<file path="config.mk">
export PLATFORM = sky130hd
export DESIGN_NAME = pid_coeff_loader
export DESIGN_NICKNAME = d
export VERILOG_FILES = /design/src/rtl/pid_coeff_loader_pkg.sv /design/src/rtl/pid_coeff_loader_sync_edge.sv /design/src/rtl/pid_coeff_loader.sv
export SDC_FILE = /design/constraint.sdc
export NUM_CORES = 1
export LEC_CHECK = 0
export CORE_UTILIZATION = 61
export CTS_BUF_LIST = sky130_fd_sc_hd__clkbuf_8
export DETAILED_ROUTE_END_ITERATION = 12
export PLACE_DENSITY = 0.89
export RECOVER_POWER = 100
export SETUP_SLACK_MARGIN = 0.2
export SLEW_MARGIN = 20
export SYNTH_ARGS = -nofsm -noshare
export SYNTH_HDL_FRONTEND = slang
export SYNTH_SLANG_ARGS = --single-unit
</file>
<file path="constraint.sdc">
create_clock -name clk_i -period 10.7 [get_ports clk_i]
set_input_delay 2.14 -clock clk_i [delete_from_list [all_inputs] [get_ports clk_i]]
set_output_delay 2.14 -clock clk_i [all_outputs]
set_load 0.01 [all_outputs]
</file>
<file path="src/rtl/pid_coeff_loader_pkg.sv">
// Shared definitions for the PID coefficient loader: frame layout, word order
// and FSM state encoding.
package pid_coeff_loader_pkg;

  localparam int NUM_COEFFS = 5;
  localparam int DEFAULT_REG_BITWIDTH = 32;

  // Word order on the wire; index 0 is shifted in first.
  localparam int A1_IDX = 0;
  localparam int A0_IDX = 1;
  localparam int B0_IDX = 2;
  localparam int B1_IDX = 3;
  localparam int B2_IDX = 4;

  typedef enum logic [1:0] {
    ST_IDLE  = 2'd0,
    ST_SHIFT = 2'd1,
    ST_HOLD  = 2'd2
  } state_e;

  function automatic int frame_bits(input int reg_bitwidth);
    return NUM_COEFFS * reg_bitwidth;
  endfunction

  // Words arrive first-in at the top of a left-shifting staging register.
  function automatic int word_offset(input int idx, input int reg_bitwidth);
    return (NUM_COEFFS - 1 - idx) * reg_bitwidth;
  endfunction

endpackage

</file>
<file path="src/rtl/pid_coeff_loader_sync_edge.sv">
// Two-flop synchronizer for one asynchronous pin, followed by an edge register
// that yields one-cycle rise/fall pulses aligned with the synchronized level.
module pid_coeff_loader_sync_edge (
  input  logic clk_i,
  input  logic rstn_i,
  input  logic pin,
  output logic level,
  output logic rise,
  output logic fall
);

  logic meta_q;
  logic sync_q;
  logic prev_q;

  always_ff @(posedge clk_i) begin
    if (!rstn_i) begin
      meta_q <= 1'b0;
      sync_q <= 1'b0;
      prev_q <= 1'b0;
    end else begin
      meta_q <= pin;
      sync_q <= meta_q;
      prev_q <= sync_q;
    end
  end

  assign level = sync_q;
  assign rise  = sync_q & ~prev_q;
  assign fall  = ~sync_q & prev_q;

endmodule

</file>
<file path="src/rtl/pid_coeff_loader.sv">
// Serial coefficient frame loader: shifts a5-word frame in from slow pins,
// holds it as pending and commits it to the PID coefficients on a PID strobe.
module pid_coeff_loader
  import pid_coeff_loader_pkg::*;
#(
  parameter int                              REG_BITWIDTH = DEFAULT_REG_BITWIDTH,
  parameter logic signed [REG_BITWIDTH-1:0]  DEF_A1 = '0,
  parameter logic signed [REG_BITWIDTH-1:0]  DEF_A0 = '0,
  parameter logic signed [REG_BITWIDTH-1:0]  DEF_B0 = '0,
  parameter logic signed [REG_BITWIDTH-1:0]  DEF_B1 = '0,
  parameter logic signed [REG_BITWIDTH-1:0]  DEF_B2 = '0
) (
  input  logic                            clk_i,
  input  logic                            rstn_i,
  input  logic                            clk_en_PID_i,
  input  logic                            ser_clk_i,
  input  logic                            ser_data_i,
  input  logic                            ser_load_i,
  output logic signed [REG_BITWIDTH-1:0]  a1_reg_o,
  output logic signed [REG_BITWIDTH-1:0]  a0_reg_o,
  output logic signed [REG_BITWIDTH-1:0]  b0_reg_o,
  output logic signed [REG_BITWIDTH-1:0]  b1_reg_o,
  output logic signed [REG_BITWIDTH-1:0]  b2_reg_o,
  output logic                            busy_o,
  output logic                            pending_o,
  output logic                            frame_err_o,
  output logic [1:0]                      state_o
);

  localparam int FRAME_BITS = frame_bits(REG_BITWIDTH);
  localparam int CNT_W = $clog2(FRAME_BITS);
  localparam logic [CNT_W-1:0] LAST_BIT = CNT_W'(FRAME_BITS - 1);

  logic data_lvl, data_rise, data_fall;
  logic sclk_lvl, sclk_rise, sclk_fall;
  logic load_lvl, load_rise, load_fall;
  logic unused_edges;

  pid_coeff_loader_sync_edge u_sync_clk (
    .clk_i(clk_i), .rstn_i(rstn_i), .pin(ser_clk_i),
    .level(sclk_lvl), .rise(sclk_rise), .fall(sclk_fall)
  );

  pid_coeff_loader_sync_edge u_sync_data (
    .clk_i(clk_i), .rstn_i(rstn_i), .pin(ser_data_i),
    .level(data_lvl), .rise(data_rise), .fall(data_fall)
  );

  pid_coeff_loader_sync_edge u_sync_load (
    .clk_i(clk_i), .rstn_i(rstn_i), .pin(ser_load_i),
    .level(load_lvl), .rise(load_rise), .fall(load_fall)
  );

  assign unused_edges = ^{data_rise, data_fall, sclk_lvl, sclk_fall, load_lvl};

  state_e                         state_q;
  logic [CNT_W-1:0]               bit_cnt_q;
  logic [FRAME_BITS-1:0]          staging_q;
  logic signed [REG_BITWIDTH-1:0] coef_q [NUM_COEFFS];
  logic        [REG_BITWIDTH-1:0] staged_word [NUM_COEFFS];

  always_comb begin
    for (int i = 0; i < NUM_COEFFS; i++) begin
      staged_word[i] = staging_q[word_offset(i, REG_BITWIDTH) +: REG_BITWIDTH];
    end
  end

  always_ff @(posedge clk_i) begin
    if (!rstn_i) begin
      state_q         <= ST_IDLE;
      bit_cnt_q       <= '0;
      staging_q       <= '0;
      pending_o       <= 1'b0;
      frame_err_o     <= 1'b0;
      coef_q[A1_IDX]  <= DEF_A1;
      coef_q[A0_IDX]  <= DEF_A0;
      coef_q[B0_IDX]  <= DEF_B0;
      coef_q[B1_IDX]  <= DEF_B1;
      coef_q[B2_IDX]  <= DEF_B2;
    end else begin
      unique case (state_q)
        ST_IDLE: begin
          if (load_rise) begin
            if (pending_o) begin
              frame_err_o <= 1'b1;
            end else begin
              state_q     <= ST_SHIFT;
              bit_cnt_q   <= '0;
              frame_err_o <= 1'b0;
            end
          end
        end
        ST_SHIFT: begin
          // The last bit wins over a simultaneous load fall: the frame is complete.
          if (sclk_rise && bit_cnt_q == LAST_BIT) begin
            staging_q <= {staging_q[FRAME_BITS-2:0], data_lvl};
            pending_o <= 1'b1;
            state_q   <= ST_HOLD;
          end else if (load_fall) begin
            frame_err_o <= 1'b1;
            state_q     <= ST_IDLE;
          end else if (sclk_rise) begin
            staging_q <= {staging_q[FRAME_BITS-2:0], data_lvl};
            bit_cnt_q <= bit_cnt_q + 1'b1;
          end
        end
        ST_HOLD: begin
          // A new frame cannot start until the held one has been committed.
          if (load_rise) begin
            frame_err_o <= 1'b1;
          end
          if (clk_en_PID_i && pending_o) begin
            for (int i = 0; i < NUM_COEFFS; i++) begin
              coef_q[i] <= staged_word[i];
            end
            pending_o <= 1'b0;
            state_q   <= ST_IDLE;
          end
        end
        default: state_q <= ST_IDLE;
      endcase
    end
  end

  assign a1_reg_o = coef_q[A1_IDX];
  assign a0_reg_o = coef_q[A0_IDX];
  assign b0_reg_o = coef_q[B0_IDX];
  assign b1_reg_o = coef_q[B1_IDX];
  assign b2_reg_o = coef_q[B2_IDX];
  assign busy_o   = (state_q == ST_SHIFT);
  assign state_o  = state_q;

endmodule

</file>
==> impl.org <==
** Cells and area
- Combined flip-flop and latch cell area :: 8408 µm²
- Number of filler instances in the final layout :: 1334
- Post-Layout Inst Area :: approximately 15000 µm²
- The number of antenna diodes in the final layout is 0.
- Area of the multi-input gates :: roughly 3700 µm²
- In the final design database the tool counted about 1300 nets.
- Area delta synth->final :: 21.49%
- Cells with a size suffix above 1 make up around 5.8% of the layout.

** Floorplanning
- Initial core utilization :: between 60% and 70%
- The die covers 21120 µm².
- Die span in x :: approximately 150 µm
- IO Count :: 171
- The die is 145.3 µm tall.
- The region available for standard cell placement spans 20170 µm².
- Row generation in the floorplan step produced between 50 and 60 rows.

** Logic synthesis
- Most instantiated library cell after synthesis :: sky130_fd_sc_hd__dfxtp_1
- Top FF cell, synth :: sky130_fd_sc_hd__dfxtp_1
- Synth top cells by count :: 180 x sky130_fd_sc_hd__dfxtp_1, 168 x sky130_fd_sc_hd__and2_1, 168 x sky130_fd_sc_hd__nand2_1, 168 x sky130_fd_sc_hd__nand3_1, 168 x sky130_fd_sc_hd__o21ai_0
- The top cell type by area accounts for a little under two fifths of the synthesized area.
- Post-synthesis instance total :: about 1200
- Of the synthesized area, sequential elements account for around two thirds.
- Number of library cell types mapped by synthesis :: 40
- The synthesized design contains 340 register bits.
- Synth async-reset ratio :: 0%
- Summing every instance area after synthesis gives between 10000 and 15000 µm².
- Post-synth EDFFs :: 160
- Sorting the synthesized cells by area gives the leading types as sky130_fd_sc_hd__edfxtp_1 38%, sky130_fd_sc_hd__dfxtp_1 29%, sky130_fd_sc_hd__and2_1 8.4%, sky130_fd_sc_hd__nand3_1 6.7%, sky130_fd_sc_hd__o21ai_0 6.7%.
- Area leader, netlist :: sky130_fd_sc_hd__edfxtp_1
- When the netlist entered floorplanning its net count stood at ~1200.
- During synthesis, Yosys emitted a total of 0 warnings.
- Mapped Avg Cell Area :: approximately 11 µm²

** STA
- RSZ-0062 raised after global routing :: false
- Final hold violation count :: 0
- Worst Hold Slack :: 432.9 ps
- Setup TNS :: 0 ps
- Max-slew violation total from the final report :: about 350
- The worst path meets setup with 3526 ps of slack.
- Setup violations remaining at the end of the flow were counted as 0.
- Max-Slew Margin vs Limit :: -251.3%
- The final critical path takes up about two thirds of the cycle.
- Maximum achievable frequency :: 139.4 MHz
- Counting I/O delays and the setup requirement, the final critical path takes a little over 7000 ps.
- On the final layout, the worst clock skew is about 26 ps.
- At the pin with the least slew margin, the transition time is between 5000 and 6000 ps.

** Clock tree
- The H-tree generated during clock tree synthesis spans 2 levels.
- In this run the clock root is driven by a sky130_fd_sc_hd__clkbuf_8.
- Worst-skew pair later-pin latency :: ~560 ps
- TritonCTS clock tree :: done
- Number of hold buffers added after cts :: 0
- Post-CTS setup-driven buffer insertion count :: 0
- Post-CTS repair changed the size of 0 cells.
- Number of sinks handled by clock tree synthesis :: 340
- In this run the deepest clock path goes through 3 buffers.
- Total clock buffers created by CTS :: 49
- Clock slew at reported path FFs :: around 60 ps

** Global route
- Aggregate global-route resource usage :: approximately 22%
- After global routing the overflow that remains totals 0.
- The via count of the first global-routing pass is around 7800.
- Maximum number of pins on one net before global-route repair :: 321
- Number of antenna violations at the first check in global routing :: 0
- The first global-routing pass estimated ~38000 µm of wire.

** Power
- The analysis attributes to cell leakage a power of 0.005176 µW.
- Total Power :: 2546 µW
- Largest vdd supply drop :: 116.6 µV
- For this design the ratio of total power to cell area is 167.2 nW/µm².

** Detailed routing
- After detailed routing, the number of remaining DRC violations is 1.
- DR vias/cell :: about 5.3
- Dividing the detail-routed wire length by the instance count gives 14.49 µm.
- Drt first pass iters :: 12
- DRC violation total after the first TritonRoute iteration :: 564
- Remaining antenna violation count after routing :: 0
- Wires add up to approximately 23000 µm.
- Vias after detailed routing :: approximately 8500

** Critical path
- Data arrival, critical path :: about 7300 ps
- For the worst setup path, the data required time is ~11000 ps.
- Crit path max-delay family :: buffers and inverters
- Maximum single-stage delay on the critical path :: 2140 ps
- The worst setup path is captured at a flip-flop.
- Type of the worst setup path :: primary input to flip-flop
- Critical Path Start Type :: primary input
- The slowest stage of the critical path belongs to the cell sky130_fd_sc_hd__clkbuf_1.
- Worst-path fanout max :: 65
- Traced cell by cell, the critical path runs through dlygate4sd3_1 > nand3_1 > nand2_1 > clkbuf_1 > buf_4.
- The number of buffers and inverters on the critical path is 3.

** Min path
- Worst Hold Class :: flip-flop to flip-flop

** Place
- Setup slack at placement :: about 5400 ps
- Port bufs :: between 150 and 200
- The HPWL after detailed placement is 13830 µm.
- Gpl congestion :: between 0.7 and 0.8
- Area of placed instances :: around 14000 µm²

** Run status
- The final reports fail on design-rule violations, max-capacitance violations, max-slew violations.
- Run status :: complete, but fails checks

** Flow run
- Number of maximum-capacitance violations :: 4
==> placed cells by master (no fill, tap or decap), types with 3 or more instances in the layout <==
master / synthesis / final
sky130_fd_sc_hd__dfxtp_1: 180 / 180
sky130_fd_sc_hd__o21ai_0: 168 / 169
sky130_fd_sc_hd__nand3_1: 168 / 168
sky130_fd_sc_hd__nand2_1: 168 / 168
sky130_fd_sc_hd__dlygate4sd3_1: 0 / 166
sky130_fd_sc_hd__edfxtp_1: 160 / 160
sky130_fd_sc_hd__and2_0: 0 / 96
sky130_fd_sc_hd__and2_1: 168 / 72
sky130_fd_sc_hd__clkbuf_8: 0 / 59
sky130_fd_sc_hd__inv_1: 7 / 29
sky130_fd_sc_hd__o31ai_1: 5 / 5
sky130_fd_sc_hd__ha_1: 5 / 5
sky130_fd_sc_hd__clkinv_1: 0 / 4
sky130_fd_sc_hd__and3_1: 3 / 3
sky130_fd_sc_hd__nor3b_1: 3 / 3
sky130_fd_sc_hd__clkinv_2: 0 / 3
sky130_fd_sc_hd__clkdlybuf4s50_1: 0 / 3
sky130_fd_sc_hd__clkbuf_1: 65 / 3
==> per-stage QoR <==
step,cells,utilization [%]
2_1_floorplan,1157,-
3_3_place_gp,1511,70.83
3_5_place_dp,1511,70.83
4_1_cts,1601,75.48
5_1_grt,1602,75.48
6_report,1602,75.48
==> flip-flops by register name, summed over array words and instances, names as in the netlist, 2 cells and up <==
name	cells
bit_cnt_q	8
coef_q	160
staged_word	160
state_o	2
==> cells by family (layout without fill, tap and decap cells) <==
group | Yosys count | count (layout) | share of synthesized area (%)
muxes | 1 | 1 | 0.07988
buffers and inverters | 99 | 274 | 3.185
AOI/OAI and AO/OA | 188 | 188 | 7.927
and+or+nand+nor | 524 | 524 | 21.22
DFF | 340 | 340 | 67.09
adders and majority gates | 5 | 5 | 0.4992
==> metal layers <==
layer / share of wire (%) / global-route usage (%)
met1: 41 / 27.11
met2: 49 / 36.23
met3: 6.0 / 4.828
met4: 3.9 / 10.32
met5: 0 / 0
==> layout make-up <==
cell class	count	share of cell area (%)
Sequential cell	340	55.23
Multi-Input combinational cell	718	24.57
Timing Repair Buffer	177	11.64
Clock buffer	59	5.334
Tap cell	270	2.219
Clock inverter	31	0.8383
Inverter	7	0.1726
==> power breakdown <==
part           internal, µW  switching (µW)  total, µW
logic                  68.2             107        176
registers              1400            16.1       1410
clock network           499             459        958
total                  1960             582       2550
==> path summary, 6_finish.rpt <==
| path | from | endpoint | slack (ps) | depth (start not counted) |
|---|---|---|---|---|
| worst max-delay path | clk_en_PID_i | coef_q[0][61]$_SDFFCE_PN0P_ | 3530 | 5 |
| worst min-delay path | u_sync_load.meta_q$_SDFF_PN0_ | u_sync_load.level$_SDFF_PN0_ | 430 | 1 |
| worst max register to register | state_o[0]$_SDFFE_PN0P_ | coef_q[0][61]$_SDFFCE_PN0P_ | 4970 | 6 |
| worst min register to register | u_sync_load.meta_q$_SDFF_PN0_ | u_sync_load.level$_SDFF_PN0_ | 430 | 1 |
No activity file was read; power rests on OpenSTA's default activity.
